**src/rtl/qspi_pkg.sv**
```systemverilog
// Shared types and constants for the QSPI slave link.
package qspi_pkg;

  typedef enum logic [1:0] {
    ST_IDLE,
    ST_CMD,
    ST_WRITE,
    ST_READ
  } state_e;

  localparam int unsigned CMD_READ_BIT     = 7;
  localparam int unsigned NIBBLES_PER_BYTE = 2;
  localparam int unsigned NIB_W            = 4;
  localparam int unsigned BYTE_W           = 8;
  localparam int unsigned NIB_CNT_W        = $clog2(NIBBLES_PER_BYTE);

  function automatic logic [BYTE_W-1:0] join_nibbles(input logic [NIB_W-1:0] hi,
                                                     input logic [NIB_W-1:0] lo);
    return {hi, lo};
  endfunction

endpackage

```
**src/rtl/qspi_rx_fifo.sv**
```systemverilog
// First-word-fall-through receive FIFO; a pop in the same cycle frees room for a push when full.
module qspi_rx_fifo #(
  parameter int unsigned DEPTH = 4,
  parameter int unsigned WIDTH = 8
) (
  input  logic             clk,
  input  logic             rst,
  input  logic             push,
  input  logic [WIDTH-1:0] push_data,
  input  logic             pop,
  output logic             full_c,
  output logic             empty_c,
  output logic [WIDTH-1:0] head_c
);

  localparam int unsigned AW = $clog2(DEPTH);
  localparam int unsigned PW = AW + 1;

  logic [WIDTH-1:0] mem_q [DEPTH];
  logic [WIDTH-1:0] mem_d [DEPTH];
  logic [PW-1:0]    wr_ptr_q, wr_ptr_d;
  logic [PW-1:0]    rd_ptr_q, rd_ptr_d;
  logic             do_push_c, do_pop_c;

  // Extra pointer bit tells full from empty when the indices match.
  assign empty_c   = (wr_ptr_q == rd_ptr_q);
  assign full_c    = (wr_ptr_q[AW] != rd_ptr_q[AW]) &&
                     (wr_ptr_q[AW-1:0] == rd_ptr_q[AW-1:0]);
  assign do_pop_c  = pop & ~empty_c;
  assign do_push_c = push & (~full_c | do_pop_c);
  assign head_c    = mem_q[rd_ptr_q[AW-1:0]];

  always_comb begin
    mem_d    = mem_q;
    wr_ptr_d = wr_ptr_q + PW'(do_push_c);
    rd_ptr_d = rd_ptr_q + PW'(do_pop_c);
    if (do_push_c) begin
      mem_d[wr_ptr_q[AW-1:0]] = push_data;
    end
  end

  always_ff @(posedge clk or posedge rst) begin
    if (rst) begin
      mem_q    <= '{default: '0};
      wr_ptr_q <= '0;
      rd_ptr_q <= '0;
    end else begin
      mem_q    <= mem_d;
      wr_ptr_q <= wr_ptr_d;
      rd_ptr_q <= rd_ptr_d;
    end
  end

endmodule

```
**src/rtl/qspi_slave_link.sv**
```systemverilog
// QSPI slave oversampled in io_mainClk: command decode, write bytes into an RX FIFO,
// read bytes from a TX stream serialised onto QD.
module qspi_slave_link
  import qspi_pkg::*;
#(
  parameter int unsigned       RX_DEPTH  = 4,
  parameter logic [BYTE_W-1:0] FILL_BYTE = 8'hFF
) (
  input  logic              io_mainClk,
  input  logic              io_asyncReset,
  input  logic              io_qss,
  input  logic              io_qck,
  input  logic [NIB_W-1:0]  io_qd_read,
  output logic [NIB_W-1:0]  io_qd_write,
  output logic [NIB_W-1:0]  io_qd_writeEnable,
  output logic              io_cmd_valid,
  output logic [BYTE_W-1:0] io_cmd,
  output logic              io_rx_valid,
  input  logic              io_rx_ready,
  output logic [BYTE_W-1:0] io_rx_payload,
  input  logic              io_tx_valid,
  output logic              io_tx_ready,
  input  logic [BYTE_W-1:0] io_tx_payload,
  input  logic              io_clear,
  output logic              io_overrun,
  output logic              io_underrun
);

  logic [2:0]           qss_sync_q, qss_sync_d;
  logic [2:0]           qck_sync_q, qck_sync_d;
  logic [NIB_W-1:0]     qd_s1_q, qd_s1_d, qd_s2_q, qd_s2_d;
  state_e               state_q, state_d;
  logic [NIB_CNT_W-1:0] nib_cnt_q, nib_cnt_d;
  logic [NIB_W-1:0]     shift_q, shift_d;
  logic [BYTE_W-1:0]    cmd_q, cmd_d;
  logic                 cmd_valid_q, cmd_valid_d;
  logic                 oe_q, oe_d;
  logic [NIB_W-1:0]     qd_out_q, qd_out_d;
  logic [NIB_W-1:0]     rd_lo_q, rd_lo_d;
  logic                 rd_nib_q, rd_nib_d;
  logic                 overrun_q, overrun_d;
  logic                 underrun_q, underrun_d;

  logic                 qck_rise_c, qck_fall_c, qss_rise_c, qss_fall_c;
  logic                 byte_done_c, rx_push_c, tx_ready_c;
  logic                 overrun_set_c, underrun_set_c;
  logic [BYTE_W-1:0]    rx_byte_c, load_byte_c;
  logic                 fifo_full_c, fifo_empty_c;
  logic [BYTE_W-1:0]    fifo_head_c;

  // Edge strobes compare the second and third synchroniser stages.
  assign qck_rise_c  = qck_sync_q[1] & ~qck_sync_q[2];
  assign qck_fall_c  = ~qck_sync_q[1] & qck_sync_q[2];
  assign qss_rise_c  = qss_sync_q[1] & ~qss_sync_q[2];
  assign qss_fall_c  = ~qss_sync_q[1] & qss_sync_q[2];
  assign rx_byte_c   = join_nibbles(shift_q, qd_s2_q);
  assign byte_done_c = qck_rise_c && (nib_cnt_q == NIB_CNT_W'(NIBBLES_PER_BYTE - 1));

  always_comb begin
    qss_sync_d     = {qss_sync_q[1:0], io_qss};
    qck_sync_d     = {qck_sync_q[1:0], io_qck};
    qd_s1_d        = io_qd_read;
    qd_s2_d        = qd_s1_q;
    state_d        = state_q;
    nib_cnt_d      = nib_cnt_q;
    shift_d        = shift_q;
    cmd_d          = cmd_q;
    cmd_valid_d    = 1'b0;
    oe_d           = oe_q;
    qd_out_d       = qd_out_q;
    rd_lo_d        = rd_lo_q;
    rd_nib_d       = rd_nib_q;
    rx_push_c      = 1'b0;
    tx_ready_c     = 1'b0;
    underrun_set_c = 1'b0;
    load_byte_c    = FILL_BYTE;

    // Deselect overrides everything and drops any partial byte.
    if (qss_rise_c) begin
      state_d   = ST_IDLE;
      nib_cnt_d = '0;
      oe_d      = 1'b0;
      qd_out_d  = '0;
      rd_nib_d  = 1'b0;
    end else begin
      case (state_q)
        ST_IDLE: begin
          if (qss_fall_c) begin
            state_d   = ST_CMD;
            nib_cnt_d = '0;
          end
        end
        ST_CMD, ST_WRITE: begin
          if (qck_rise_c) begin
            shift_d   = qd_s2_q;
            nib_cnt_d = byte_done_c ? '0 : nib_cnt_q + NIB_CNT_W'(1);
            if (byte_done_c && (state_q == ST_CMD)) begin
              cmd_d       = rx_byte_c;
              cmd_valid_d = 1'b1;
              rd_nib_d    = 1'b0;
              state_d     = rx_byte_c[CMD_READ_BIT] ? ST_READ : ST_WRITE;
            end else if (byte_done_c) begin
              rx_push_c = 1'b1;
            end
          end
        end
        ST_READ: begin
          if (qck_fall_c) begin
            oe_d     = 1'b1;
            rd_nib_d = ~rd_nib_q;
            if (!rd_nib_q) begin
              if (io_tx_valid) begin
                tx_ready_c  = 1'b1;
                load_byte_c = io_tx_payload;
              end else begin
                underrun_set_c = 1'b1;
              end
              qd_out_d = load_byte_c[BYTE_W-1:NIB_W];
              rd_lo_d  = load_byte_c[NIB_W-1:0];
            end else begin
              qd_out_d = rd_lo_q;
            end
          end
        end
        default: state_d = ST_IDLE;
      endcase
    end

    // A full FIFO only drops the byte if nothing is popped in the same cycle.
    overrun_set_c = rx_push_c & fifo_full_c & ~io_rx_ready;
    overrun_d     = ~io_clear & (overrun_q | overrun_set_c);
    underrun_d    = ~io_clear & (underrun_q | underrun_set_c);
  end

  // Synchronisers reset low so a QSS already low at release is never seen as a select.
  always_ff @(posedge io_mainClk or posedge io_asyncReset) begin
    if (io_asyncReset) begin
      qss_sync_q  <= '0;
      qck_sync_q  <= '0;
      qd_s1_q     <= '0;
      qd_s2_q     <= '0;
      state_q     <= ST_IDLE;
      nib_cnt_q   <= '0;
      shift_q     <= '0;
      cmd_q       <= '0;
      cmd_valid_q <= 1'b0;
      oe_q        <= 1'b0;
      qd_out_q    <= '0;
      rd_lo_q     <= '0;
      rd_nib_q    <= 1'b0;
      overrun_q   <= 1'b0;
      underrun_q  <= 1'b0;
    end else begin
      qss_sync_q  <= qss_sync_d;
      qck_sync_q  <= qck_sync_d;
      qd_s1_q     <= qd_s1_d;
      qd_s2_q     <= qd_s2_d;
      state_q     <= state_d;
      nib_cnt_q   <= nib_cnt_d;
      shift_q     <= shift_d;
      cmd_q       <= cmd_d;
      cmd_valid_q <= cmd_valid_d;
      oe_q        <= oe_d;
      qd_out_q    <= qd_out_d;
      rd_lo_q     <= rd_lo_d;
      rd_nib_q    <= rd_nib_d;
      overrun_q   <= overrun_d;
      underrun_q  <= underrun_d;
    end
  end

  qspi_rx_fifo #(
    .DEPTH (RX_DEPTH),
    .WIDTH (BYTE_W)
  ) u_rx_fifo (
    .clk       (io_mainClk),
    .rst       (io_asyncReset),
    .push      (rx_push_c),
    .push_data (rx_byte_c),
    .pop       (io_rx_ready),
    .full_c    (fifo_full_c),
    .empty_c   (fifo_empty_c),
    .head_c    (fifo_head_c)
  );

  assign io_qd_write       = qd_out_q;
  assign io_qd_writeEnable = {NIB_W{oe_q}};
  assign io_cmd_valid      = cmd_valid_q;
  assign io_cmd            = cmd_q;
  assign io_rx_valid       = ~fifo_empty_c;
  assign io_rx_payload     = fifo_head_c;
  assign io_tx_ready       = tx_ready_c;
  assign io_overrun        = overrun_q;
  assign io_underrun       = underrun_q;

endmodule
```
**config.mk**
```make
export PLATFORM = sky130hd
export DESIGN_NAME = qspi_slave_link
export DESIGN_NICKNAME = d
export VERILOG_FILES = /design/src/rtl/qspi_pkg.sv /design/src/rtl/qspi_rx_fifo.sv /design/src/rtl/qspi_slave_link.sv
export SDC_FILE = /design/constraint.sdc
export NUM_CORES = 1
export LEC_CHECK = 0
export ABC_AREA = 1
export ABC_CLOCK_PERIOD_IN_PS = 2700
export CAP_MARGIN = 25
export CORE_ASPECT_RATIO = 1.1
export CORE_MARGIN = 2
export CORE_UTILIZATION = 51
export CTS_BUF_LIST = sky130_fd_sc_hd__clkbuf_8
export CTS_CLUSTER_DIAMETER = 150
export DETAILED_ROUTE_END_ITERATION = 16
export PLACE_DENSITY_LB_ADDON = 0.05
export SKIP_CTS_REPAIR_TIMING = 1
export SYNTH_ARGS = -nofsm -noshare
export SYNTH_HDL_FRONTEND = slang
export SYNTH_SLANG_ARGS = --single-unit
```
**constraint.sdc**
```tcl
create_clock -name io_mainClk -period 2.7 [get_ports io_mainClk]
set_input_delay 0.54 -clock io_mainClk [delete_from_list [all_inputs] [get_ports io_mainClk]]
set_output_delay 0.54 -clock io_mainClk [all_outputs]
set_load 0.005 [all_outputs]
```
==> flow_summary_export.csv, run 1 <==
group,metric,value,unit
timing,timing.final.setup_violations,0,
placed_design,routability_cong,0.799,
synthesis,async_reset_ff_share,100,%
timing,period_needed,2.57,ns
setup_path,worstPathArrival,2.03,ns
placed_design,dpl.hpwl,4890,µm
setup_path,critPathBufInv,2,
synthesis,yosysUniqueCellTypes,34,
timing,finalHoldViolCount,0,
grt,initial_antenna_violation_count,0,
clock_tree,reg_clk_slew_reported_paths,0.08,ns
synthesis,ys_seq_elements,80,
grt,grt.total_usage,20.9,%
worst_hold_path,whs_path_depth,0,
floorplan,core,6930,µm²
routing,via_per_inst,5.22,
timing,skew,0.00992,ns
power,p_comb_share,34.1,%
grt,first_global_vias,2614,
worst_hold_path,worst_hold_path.endpoint,"qd_s2_q[0]",
setup_path,crit_path_top_delay_cell,"sky130_fd_sc_hd__clkdlybuf4s50_1",
synthesis,mappedNetlistArea,3600,µm²
power,power.leakage,2.18,nW
synthesis,synth-warning-count,0,
cells_and_area,diodes,0,
setup_path,path_max_fanout,10,
cells_and_area,final_common_cell,"sky130_fd_sc_hd__nand2_1",
worst_hold_path,hold_path_startpoint,"qd_s1_q[0]",
setup_path,path_cells,"ha_1 > inv_4 > nand4_1 > nor3_4 > clkdlybuf4s50_1",
routing,drt_pre_antenna_iters,4,
setup_path,worstPathRequired,2.16,ns
synthesis,synth_enable_flop_cells,0,
power,pwr-share-seq,41.3,%
setup_path,critical_path.startpoint_type,"flip-flop",
clock_tree,clock_latency,0.35,ns
clock_tree,cts_buffer_depth,2,
timing,final.setup.worst_slack,0.129,ns
placed_design,post_placement_setup_slack,0.185,ns
timing,relSlewSlack,66.1,%
placed_design,post-place-cells,505,
setup_path,regToRegEndpoint,"u_rx_fifo.wr_ptr_q[2]",
power,fin_total_pwr,4.17,mW
timing,rsz_0062_raised_after_global_routing,"false",
placed_design,post_dp_cell_area,4080,µm²
clock_tree,cts_made_buffers,9,
setup_path,timing.critical_path.to_type,"primary output",
routing,wl_per_cell,14.3,µm
grt,pin_count_of_the_biggest_net_entering_global_routing,81,
clock_tree,cts.root.buffer_cell,"sky130_fd_sc_hd__clkbuf_8",
timing,max_freq,0.389,GHz
floorplan,fp.dieH,92.1,µm
synthesis,synth_top_flop_cell,"sky130_fd_sc_hd__dfrtp_1",
synthesis,synth_cells,384,
cells_and_area,final_layout_size_suffix_gt1_share,11.1,%
routing,detailroute.via_count,2751,
setup_path,worst_r2r_startpoint,"u_rx_fifo.rd_ptr_q[1]",
timing,actual_transition_at_the_worst_max_transition_pin,0.507,ns
clock_tree,cts_num_sinks,80,
clock_tree,htree_num_levels,3,
power,power.switching_fraction,36.0,%
setup_path,ff2ff_path_depth,9,
cells_and_area,final_cell_mix,"sky130_fd_sc_hd__nand2_1, sky130_fd_sc_hd__dfrtp_1, sky130_fd_sc_hd__clkdlybuf4s50_1",
worst_hold_path,worst_hold_path_type,"reg -> reg",
clock_tree,cts_tree,"built",
grt,grt_pass1_wl,12700,µm
routing,dr.first_iter.drc_count,170,
floorplan,die_area,7740,µm²
setup_path,cp_top_family,"buffers and inverters",
setup_path,max_stage_delay,0.52,ns
synthesis,synth_seq_area_share,55.7,%
timing,period_utilisation_layout,95.2,%
cells_and_area,non_filler_cell_area_final,4370,µm²
placed_design,placement.io_buffers,47,
routing,antenna_viol_nets_final,0,
outcome,run_status,"finished, final reports clean",
cells_and_area,post_layout_nonfiller_instances,527,
floorplan,boundaryPins,48,
floorplan,core.rowCount,32,
cells_and_area,fillers,607,
cells_and_area,nNetsFinal,464,
floorplan,effective_utilization_at_floorplan,51.9,%
flow_run,number_of_violations_of_the_max_capacitance_limit,0,
power,power_density,955,nW/µm²
setup_path,criticalPathCategory,"reg -> out",
grt,congestion_overflow_gr,0,
floorplan,die_width,84.1,µm
power,net-switching-power,1.50,mW
routing,drc_markers,0,
power,clkPwrFrac,24.7,%
routing,drt-total-wl,7530,µm
cells_and_area,final_core_util,63.1,%
synthesis,net_count_after_synthesis,411,
timing,final-max-slew-violation-count,0,
synthesis,mean_area_per_synthesized_cell,9.37,µm²
power,power.ir.vdd_worst,0.000558,V
setup_path,reg2reg_setup_slack,0.64,ns
power,intPower,2.67,mW
cells_and_area,area_growth_syn_to_layout,21.5,%
==> worst max path at each step <==
stage,start,endpoint,cells after the start
floorplan,io_asyncReset,io_cmd[0],1
global placement,io_tx_valid,io_tx_ready,4
detailed placement,io_tx_valid,io_tx_ready,4
CTS,qss_sync_q[1],io_tx_ready,5
global route,qss_sync_q[1],io_tx_ready,5
finish,qss_sync_q[1],io_tx_ready,5
==> cell usage after synthesis, types with 2 or more instances <==
cell type | count | share of area, %
sky130_fd_sc_hd__ha_1 | 8 | 2.8
sky130_fd_sc_hd__buf_8 | 2 | 0.83
sky130_fd_sc_hd__nand4_1 | 34 | 5.9
sky130_fd_sc_hd__inv_2 | 5 | 0.52
sky130_fd_sc_hd__nand3_1 | 9 | 1.3
sky130_fd_sc_hd__o31ai_1 | 4 | 0.83
sky130_fd_sc_hd__nor2_2 | 3 | 0.52
sky130_fd_sc_hd__nor2_1 | 29 | 3.0
sky130_fd_sc_hd__buf_2 | 3 | 0.42
sky130_fd_sc_hd__o22ai_1 | 8 | 1.4
sky130_fd_sc_hd__dfrtp_1 | 80 | 56
sky130_fd_sc_hd__nor3_1 | 4 | 0.56
sky130_fd_sc_hd__buf_4 | 4 | 0.83
sky130_fd_sc_hd__nand2_1 | 105 | 11
sky130_fd_sc_hd__a21oi_1 | 7 | 0.97
sky130_fd_sc_hd__buf_6 | 4 | 1.3
sky130_fd_sc_hd__nand2_4 | 2 | 0.63
sky130_fd_sc_hd__xor2_1 | 2 | 0.49
sky130_fd_sc_hd__o21ai_0 | 29 | 4.0
sky130_fd_sc_hd__inv_1 | 24 | 2.5
sky130_fd_sc_hd__nand3_2 | 3 | 0.83
sky130_fd_sc_hd__clkbuf_1 | 3 | 0.31
==> power groups by stage <==
| stage | Clock (mW) | Combinational, mW | Sequential, mW |
|---|---|---|---|
| 2_1_floorplan | 0 | 0.948 | 1.64 |
| 5_1_grt | 1.10 | 1.61 | 1.77 |
| 3_5_place_dp | 0 | 1.42 | 1.74 |
| 4_1_cts | 1.05 | 1.43 | 1.72 |
| 3_3_place_gp | 0 | 1.39 | 1.73 |
| 6_report | 1.03 | 1.42 | 1.72 |
==> through the flow <==
stage               hold WS (ns)  setup TNS (ns)
floorplan                  0.331               0
global placement           0.332               0
global route               0.361               0
finish                     0.353               0
CTS                        0.355         -0.0654
detailed placement         0.335               0
==> routing by layer <==
metal  global-route usage [%]  part of all wire (%)  vias to the layer above
met3                     4.68                   3.1                        8
li1                         -                     -                     1386
met1                     29.8                    48                     1305
met5                        0                     0                        -
met2                     31.9                    47                       52
met4                     6.99                  0.97                        0
==> final cells by class <==
type	count	area [µm²]	area share, %
Multi-Input combinational cell	256	1330	30.5
Timing Repair Buffer	59	573	13.1
Inverter	31	119	2.72
Tap cell	85	106	2.43
Sequential cell	80	2000	45.8
Clock inverter	5	86.3	1.98
Clock buffer	11	151	3.47
==> logic make-up after synthesis <==
family                   count (synthesis)  share of synthesized area, %
AO/OA/AOI/OAI                           49                          7.44
XOR/XNOR                                 2                         0.487
adder cells (fa/ha/maj)                  8                          2.78
buffers and inverters                   48                          7.51
flip-flops                              80                          55.7
AND/OR/NAND/NOR                        197                          26.1
==> state kept, by name (all words and copies together), names as in the netlist, 2 cells and up <==
signal,cells
qss_sync_q,3
u_rx_fifo.mem_q,32
rd_lo_q,4
io_cmd,8
u_rx_fifo.wr_ptr_q,3
qd_s1_q,4
io_qd_write,4
qck_sync_q,3
u_rx_fifo.rd_ptr_q,3
qd_s2_q,4
shift_q,4
state_q,2
(Power assumes the default switching activity.)
==> run 2: changes to the inputs <==
Settings changed: CTS_CLUSTER_DIAMETER 150 to 200.
==> results of run 2 <==
Same layout as run 1: the final DEF is identical, and so are final timing and power.
